$ cat src/rtl/boneless_ext_uart.sv
`timescale 1ns/1ps
`default_nettype none
// ============================================================================
//  Module   : boneless_ext_uart
//  Purpose  : 8N1 UART responder on the Boneless ext bus; 4-register window
//             (DATA, STAT, DIV, CTRL) with a TX FIFO and an RX holding register.
//  Options  : UART_LOOPBACK_EN enables CTRL.LOOP (TX shift output -> RX path).
//  Revision : 1.0 - initial release
// ============================================================================
module boneless_ext_uart #(
    parameter logic [15:0] BASE_ADDR = 16'h0000,
    parameter int          TX_DEPTH  = 4,
    parameter logic [15:0] DIV_RESET = 16'd103
) (
    input  logic        clk,
    input  logic        rst_n,
    input  logic [15:0] ext_adr,
    input  logic        ext_re,
    input  logic        ext_we,
    input  logic [15:0] ext_dat_w,
    output logic [15:0] ext_dat_r,
    input  logic        uart_rx,
    output logic        uart_tx
);

    localparam int         c_AW    = $clog2(TX_DEPTH);
    localparam logic [1:0] c_IDLE  = 2'd0;
    localparam logic [1:0] c_START = 2'd1;
    localparam logic [1:0] c_DATA  = 2'd2;
    localparam logic [1:0] c_STOP  = 2'd3;

    logic        w_sel, w_rd, w_wr, w_rd_data, w_push_req, w_push, w_pop;
    logic        w_empty, w_full, w_tx_tick, w_tx_line, w_rx_tick, w_rx_done;
    logic        w_rx_in, w_rx_fall, w_loop;
    logic [1:0]  w_tx_next, w_rx_next;
    logic [15:0] w_half, w_rd_mux;

    logic [7:0]      r_fifo [TX_DEPTH];
    logic [c_AW:0]   r_wptr, r_rptr;
    logic [1:0]      r_tx_state, r_rx_state;
    logic [15:0]     r_tx_timer, r_rx_timer, r_div;
    logic [2:0]      r_tx_bit, r_rx_bit;
    logic [7:0]      r_tx_shift, r_rx_shift, r_rx_byte;
    logic            r_rx_s1, r_rx_s2, r_rx_s3;
    logic            r_rx_valid, r_rx_ovr, r_tx_ovf, r_rx_ferr;

    assign w_sel      = (ext_adr[15:2] == BASE_ADDR[15:2]);
    assign w_rd       = ext_re & w_sel;
    assign w_wr       = ext_we & w_sel;
    assign w_rd_data  = w_rd && (ext_adr[1:0] == 2'd0);
    assign w_push_req = w_wr && (ext_adr[1:0] == 2'd0);
    // A pop in the same cycle frees the slot, so a write into a full FIFO still lands.
    assign w_push     = w_push_req && (!w_full || w_pop);

    assign w_empty = (r_wptr == r_rptr);
    assign w_full  = (r_wptr[c_AW] != r_rptr[c_AW]) &&
                     (r_wptr[c_AW-1:0] == r_rptr[c_AW-1:0]);

`ifdef UART_LOOPBACK_EN
    logic r_loop;
    always_ff @(posedge clk or negedge rst_n) begin
        if (!rst_n)                              r_loop <= 1'b0;
        else if (w_wr && ext_adr[1:0] == 2'd3)   r_loop <= ext_dat_w[0];
    end
    assign w_loop  = r_loop;
    assign w_rx_in = r_loop ? w_tx_line : uart_rx;
`else
    assign w_loop  = 1'b0;
    assign w_rx_in = uart_rx;
`endif

    always_ff @(posedge clk) begin
        if (w_push) r_fifo[r_wptr[c_AW-1:0]] <= ext_dat_w[7:0];
    end

    always_ff @(posedge clk or negedge rst_n) begin
        if (!rst_n) begin
            r_wptr <= '0;
            r_rptr <= '0;
        end else begin
            if (w_push) r_wptr <= r_wptr + 1'b1;
            if (w_pop)  r_rptr <= r_rptr + 1'b1;
        end
    end

    // ---------------- TX FSM ----------------
    assign w_tx_tick = (r_tx_timer == 16'd0);

    always_ff @(posedge clk or negedge rst_n) begin
        if (!rst_n) r_tx_state <= c_IDLE;
        else        r_tx_state <= w_tx_next;
    end

    always_comb begin
        w_tx_next = r_tx_state;
        w_pop     = 1'b0;
        case (r_tx_state)
            c_IDLE:  if (!w_empty) begin w_pop = 1'b1; w_tx_next = c_START; end
            c_START: if (w_tx_tick) w_tx_next = c_DATA;
            c_DATA:  if (w_tx_tick && r_tx_bit == 3'd7) w_tx_next = c_STOP;
            c_STOP:  if (w_tx_tick) begin
                         if (!w_empty) begin w_pop = 1'b1; w_tx_next = c_START; end
                         else          w_tx_next = c_IDLE;
                     end
            default: w_tx_next = c_IDLE;
        endcase
    end

    always_comb begin
        w_tx_line = 1'b1;
        case (r_tx_state)
            c_START: w_tx_line = 1'b0;
            c_DATA:  w_tx_line = r_tx_shift[0];
            default: w_tx_line = 1'b1;
        endcase
    end

    assign uart_tx = w_loop ? 1'b1 : w_tx_line;

    always_ff @(posedge clk or negedge rst_n) begin
        if (!rst_n) begin
            r_tx_timer <= '0;
            r_tx_bit   <= '0;
            r_tx_shift <= '0;
        end else if (w_pop) begin
            r_tx_shift <= r_fifo[r_rptr[c_AW-1:0]];
            r_tx_timer <= r_div;
            r_tx_bit   <= '0;
        end else if (r_tx_state != c_IDLE) begin
            if (w_tx_tick) begin
                r_tx_timer <= r_div;
                if (r_tx_state == c_DATA) begin
                    r_tx_shift <= {1'b0, r_tx_shift[7:1]};
                    r_tx_bit   <= r_tx_bit + 3'd1;
                end
            end else begin
                r_tx_timer <= r_tx_timer - 16'd1;
            end
        end
    end

    // ---------------- RX FSM ----------------
    assign w_half    = {1'b0, r_div[15:1]};
    assign w_rx_tick = (r_rx_timer == 16'd0);
    assign w_rx_fall = r_rx_s3 && !r_rx_s2;

    always_ff @(posedge clk or negedge rst_n) begin
        if (!rst_n) begin
            r_rx_s1    <= 1'b1;
            r_rx_s2    <= 1'b1;
            r_rx_s3    <= 1'b1;
            r_rx_state <= c_IDLE;
        end else begin
            r_rx_s1    <= w_rx_in;
            r_rx_s2    <= r_rx_s1;
            r_rx_s3    <= r_rx_s2;
            r_rx_state <= w_rx_next;
        end
    end

    // With a zero half-period the start bit is sampled in the detection cycle itself.
    always_comb begin
        w_rx_next = r_rx_state;
        w_rx_done = 1'b0;
        case (r_rx_state)
            c_IDLE:  if (w_rx_fall) w_rx_next = (w_half == 16'd0) ? c_DATA : c_START;
            c_START: if (w_rx_tick) w_rx_next = r_rx_s2 ? c_IDLE : c_DATA;
            c_DATA:  if (w_rx_tick && r_rx_bit == 3'd7) w_rx_next = c_STOP;
            c_STOP:  if (w_rx_tick) begin w_rx_done = 1'b1; w_rx_next = c_IDLE; end
            default: w_rx_next = c_IDLE;
        endcase
    end

    always_ff @(posedge clk or negedge rst_n) begin
        if (!rst_n) begin
            r_rx_timer <= '0;
            r_rx_bit   <= '0;
            r_rx_shift <= '0;
        end else if (r_rx_state == c_IDLE) begin
            if (w_rx_fall) begin
                r_rx_timer <= (w_half == 16'd0) ? r_div : w_half - 16'd1;
                r_rx_bit   <= '0;
            end
        end else if (w_rx_tick) begin
            r_rx_timer <= r_div;
            if (r_rx_state == c_DATA) begin
                r_rx_shift <= {r_rx_s2, r_rx_shift[7:1]};
                r_rx_bit   <= r_rx_bit + 3'd1;
            end
        end else begin
            r_rx_timer <= r_rx_timer - 16'd1;
        end
    end

    // ---------------- registers and flags ----------------
    always_ff @(posedge clk or negedge rst_n) begin
        if (!rst_n) begin
            r_rx_byte  <= '0;
            r_rx_valid <= 1'b0;
            r_rx_ovr   <= 1'b0;
            r_rx_ferr  <= 1'b0;
            r_tx_ovf   <= 1'b0;
            r_div      <= DIV_RESET;
        end else begin
            if (w_rx_done) begin
                r_rx_byte  <= r_rx_shift;
                r_rx_valid <= 1'b1;
            end else if (w_rd_data) begin
                r_rx_valid <= 1'b0;
            end
            if (w_rx_done && r_rx_valid && !w_rd_data)        r_rx_ovr <= 1'b1;
            else if (w_wr && ext_adr[1:0] == 2'd1 && ext_dat_w[3]) r_rx_ovr <= 1'b0;
            if (w_rx_done && !r_rx_s2)                        r_rx_ferr <= 1'b1;
            else if (w_wr && ext_adr[1:0] == 2'd1 && ext_dat_w[6]) r_rx_ferr <= 1'b0;
            if (w_push_req && !w_push)                        r_tx_ovf <= 1'b1;
            else if (w_wr && ext_adr[1:0] == 2'd1 && ext_dat_w[4]) r_tx_ovf <= 1'b0;
            if (w_wr && ext_adr[1:0] == 2'd2)                 r_div <= ext_dat_w;
        end
    end

    always_comb begin
        w_rd_mux = 16'h0000;
        case (ext_adr[1:0])
            2'd0: w_rd_mux = {8'h00, r_rx_byte};
            2'd1: w_rd_mux = {9'd0, r_rx_ferr, (r_tx_state != c_IDLE), r_tx_ovf,
                              r_rx_ovr, r_rx_valid, w_empty, w_full};
            2'd2: w_rd_mux = r_div;
            default: w_rd_mux = {15'd0, w_loop};
        endcase
    end

    always_ff @(posedge clk or negedge rst_n) begin
        if (!rst_n)    ext_dat_r <= 16'h0000;
        else if (w_rd) ext_dat_r <= w_rd_mux;
    end

endmodule
`default_nettype wire

$ cat config.mk
export PLATFORM = sky130hd
export DESIGN_NAME = boneless_ext_uart
export DESIGN_NICKNAME = d
export VERILOG_FILES = /design/src/rtl/boneless_ext_uart.sv
export SDC_FILE = /design/constraint.sdc
export NUM_CORES = 1
export LEC_CHECK = 0
export BUFFER_PORTS_ARGS = -buffer_cell sky130_fd_sc_hd__buf_2
export CAP_MARGIN = 30
export CORE_MARGIN = 1.5
export CORE_UTILIZATION = 55
export DETAILED_ROUTE_END_ITERATION = 10
export PLACE_DENSITY_LB_ADDON = 0.05
export SLEW_MARGIN = 20
export SYNTH_ARGS = -nofsm -noshare
export SYNTH_HDL_FRONTEND = slang
export SYNTH_SLANG_ARGS = --single-unit
$ cat constraint.sdc
create_clock -name clk -period 2.6 [get_ports clk]
set_input_delay 0.52 -clock clk [delete_from_list [all_inputs] [get_ports clk]]
set_output_delay 0.52 -clock clk [all_outputs]
set_load 0.05 [all_outputs]
==> summary.md <==
| Metric | Value |
|---|---|
| Via/cell ratio | `5.887` |
| Reg area | `0.003749 sq mm` |
| GR Layer Usage met2 | `0.4150` |
| Final Hold Viols | `0` |
| Status | `complete, no violations` |
| Clk sink count | `143` |
| Fmax | `0.4171 GHz` |
| R2R cell count | `7` |
| Die footprint | `0.01444 sq mm` |
| CTS Root Cell | `clkbuf_16` |
| Largest net degree at the start of global routing | `42` |
| Crit Path Class | `reg2reg` |
| Die width | `120.2 um` |
| CTS Buf Count | `17` |
| Commonest non-fill, non-tap cell in the layout | `dfrtp_1` |
| Post-Syn Area | `0.007548 sq mm` |
| Initial DRC count | `461` |
| Row count | `42` |
| Worst-path fanout max | `8` |
| Setup ws final | `202.5 ps` |
| Netlist cell types | `72` |
| Crit path time final | `2397 ps` |
| Final Skew | `7.065 ps` |
| Gpl congestion | `0.8790` |
| TritonRoute pass-1 iters | `5` |
| # fillers | `1,037` |
| Final core occ | `0.6608` |
| Startpoint type of the worst setup path | `flip-flop` |
| Nets@finish | `801` |
| FFs w/ async S/R, synth | `0.7762` |
| Gr busiest metal | `met2` |
| Sequential element share of the synthesized area | `0.4966` |
| Worst slew margin | `0.6060` |
| # diodes | `0` |
| Setup tns final | `0 ps` |
| Max Root-Sink Buffers | `2` |
| Commonest non-fill, non-tap cells in the layout | `103 x dfrtp_1, 68 x nand2_1, 52 x buf_2, 51 x mux2_2, 50 x o21ai_0` |
| Power Density | `926.3 mW/mm^2` |
| Crit path from | `r_div[1]$_DFFE_PN1P_` |
| Synth warn | `0` |
| Core Area | `0.01330 sq mm` |
| GRT Total Usage | `0.2665` |
| GRT Residual Overflow | `0` |
| Met3 usage | `0.05703` |
| Number of enable flip-flop cells after synthesis | `32` |
| Setup bufs post-CTS | `0` |
| Worst vdd ir | `0.6670 mV` |
| Worst-path clk slew | `60 ps` |
| Vias in the first global route | `5,502` |
| Cells after synthesis | `677` |
| Final period utilization | `0.9221` |
| Htree depth | `4` |
| First-pass GRT wire length | `29.48 mm` |
| Placement Setup Slack | `3.103 ps` |
| RSZ-0062 raised after global routing | `no` |
| Worst reg2reg startpoint | `r_div[1]$_DFFE_PN1P_` |
| Initial antenna violation count | `0` |
| Worst hold path type | `in2async` |
| Wirelength per Cell | `18.99 um` |
| Final WL | `17.78 mm` |
| Ys flop type | `dfrtp_1` |
| WP data arrival | `2690 ps` |
| Multi-input logic area | `0.003558 sq mm` |
| Met1 usage | `0.3768` |
| Avg Cell Area, Syn | `11.15 sq um` |
| Worst slew pin tran | `591.0 ps` |
| DRC Markers | `0` |
| Vias post-DR | `5,510` |
| Overall Power | `8.139 mW` |
| Final HPWL DP | `12.76 mm` |
| Setup violators final | `0` |
| LEAKAGE | `3.828 nW` |
| Starting density of the core | `0.5678` |
| Detail Route Antenna Nets | `0` |
| Worst-Skew Late Latency | `430 ps` |
| Die Ht | `120.2 um` |
| CTS tree | `yes` |
| I/O Pins | `54` |
| Pins over their slew limit | `0` |
| Area Overhead vs Synth | `16.39%` |
| Synthesized Nets | `731` |
| Port bufs | `53` |
| Seq cells post-synth | `143` |
| Nature of the critical path endpoint | `flip-flop` |
| Max Cap Viol | `0` |
| Crit path required time | `2890 ps` |
| Layout cells sized above 1 | `0.2855` |
## where the power goes
group / total, mW / leakage, nW / internal [mW] / switching, mW
registers: 3.03 / 1.72 / 2.64 / 0.386
clock network: 2.46 / 0.281 / 1.50 / 0.961
logic: 2.65 / 1.82 / 1.27 / 1.38
## final cells by class
type / instances / area share
multi-input cells: 475 / 0.4050
clock buffers: 21 / 0.05369
well taps: 176 / 0.02506
flip-flops and latches: 143 / 0.4267
repair buffers: 93 / 0.06750
clock inverters: 11 / 0.01481
inverters: 17 / 0.007263
## cells by family after synthesis
logic type | share of synthesized area
simple gates | 0.1404
flops | 0.4966
compound gates | 0.1188
mux | 0.1397
buf+inv | 0.03448
xor+xnor | 0.04177
fa+ha+maj | 0.02818
## path summary, 6_finish.rpt
| path | to | slack, ps |
|---|---|---|
| min in group clk | r_rx_s1$_DFF_PN1_ | 190 |
| setup reg to reg | r_rx_timer[10]$_DFFE_PN0P_ | 200 |
| setup / recovery | r_rx_timer[10]$_DFFE_PN0P_ | 200 |
| max in group asynchronous | r_rx_s3$_DFF_PN1_ | 1850 |
| hold reg to reg | r_rx_s2$_DFF_PN1_ | 360 |
| hold / removal | r_tx_shift[5]$_DFFE_PN0P_ | 90 |
## per-stage QoR
| stage | hold slack (ps) | cell area [sq um] | cells |
|---|---|---|---|
| 5_1_grt | 120.0 | 8786 | 936 |
| 4_1_cts | 100.1 | 8767 | 936 |
| 3_5_place_dp | 349.3 | 8165 | 904 |
| 3_3_place_gp | 347.2 | 8165 | 904 |
| 6_report | 89.59 | 8786 | 936 |
| 2_1_floorplan | 224.4 | 7548 | 677 |
## cells in the mapped netlist (3+ instances only)
cell | instances | area [sq um]
nor2_1 | 35 | 131.4
mux4_2 | 8 | 180.2
nand4_1 | 4 | 25.02
a21o_1 | 5 | 37.54
o2bb2ai_1 | 4 | 35.03
o211ai_1 | 5 | 37.54
o22a_1 | 4 | 35.03
o21ai_0 | 50 | 250.2
dfstp_2 | 8 | 210.2
edfxtp_1 | 32 | 960.9
dfrtp_1 | 103 | 2577
nand2b_1 | 4 | 25.02
inv_1 | 17 | 63.81
a32oi_1 | 3 | 26.28
a211o_1 | 4 | 35.03
buf_6 | 3 | 33.78
or2_2 | 4 | 25.02
nand3_1 | 8 | 40.04
nand2_1 | 68 | 255.2
nor3_1 | 13 | 65.06
nor4_1 | 13 | 81.33
nor2b_1 | 5 | 31.28
o31ai_1 | 12 | 90.09
clkbuf_1 | 28 | 105.1
ha_1 | 17 | 212.7
xor2_1 | 17 | 148.9
a211oi_1 | 4 | 30.03
xnor2_1 | 19 | 166.4
mux2_2 | 51 | 574.3
a21oi_1 | 24 | 120.1
or4_1 | 7 | 52.55
mux2i_1 | 30 | 300.3
o221ai_1 | 4 | 35.03
and2_1 | 6 | 37.54
buf_2 | 6 | 30.03
or3_1 | 3 | 18.77
nor3b_1 | 5 | 37.54
## state kept, by name, summed over array words and instances, names as in the netlist, 3 cells and up
| name | count |
|---|---|
| r_rx_bit | 3 |
| r_rx_timer | 16 |
| r_wptr | 3 |
| r_rx_byte | 8 |
| ext_dat_r | 16 |
| r_tx_bit | 3 |
| r_tx_timer | 16 |
| r_div | 16 |
| r_tx_shift | 8 |
| r_rx_shift | 8 |
| r_fifo | 32 |
| r_rptr | 3 |
## what timing repair did
item / CTS / global route
resized for setup: 0 / 7
hold buffers: 0 / 0
setup endpoints to repair: 0 / 41
## routing by layer
layer  share of wire  vias up
met5               0        -
met4           0.015        0
met3           0.035       23
met2            0.48      102
met1            0.47     2781
li1                -     2604
## worst max-delay path, cell delays in order (launching register included)
cell	delay, ps
dfstp_2	420
inv_1	130
ha_1	230
nor4b_2	410
nand2_1	250
or4_1	470
xor2_1	200
o221ai_1	160
Power figures use the tool's default switching activity.
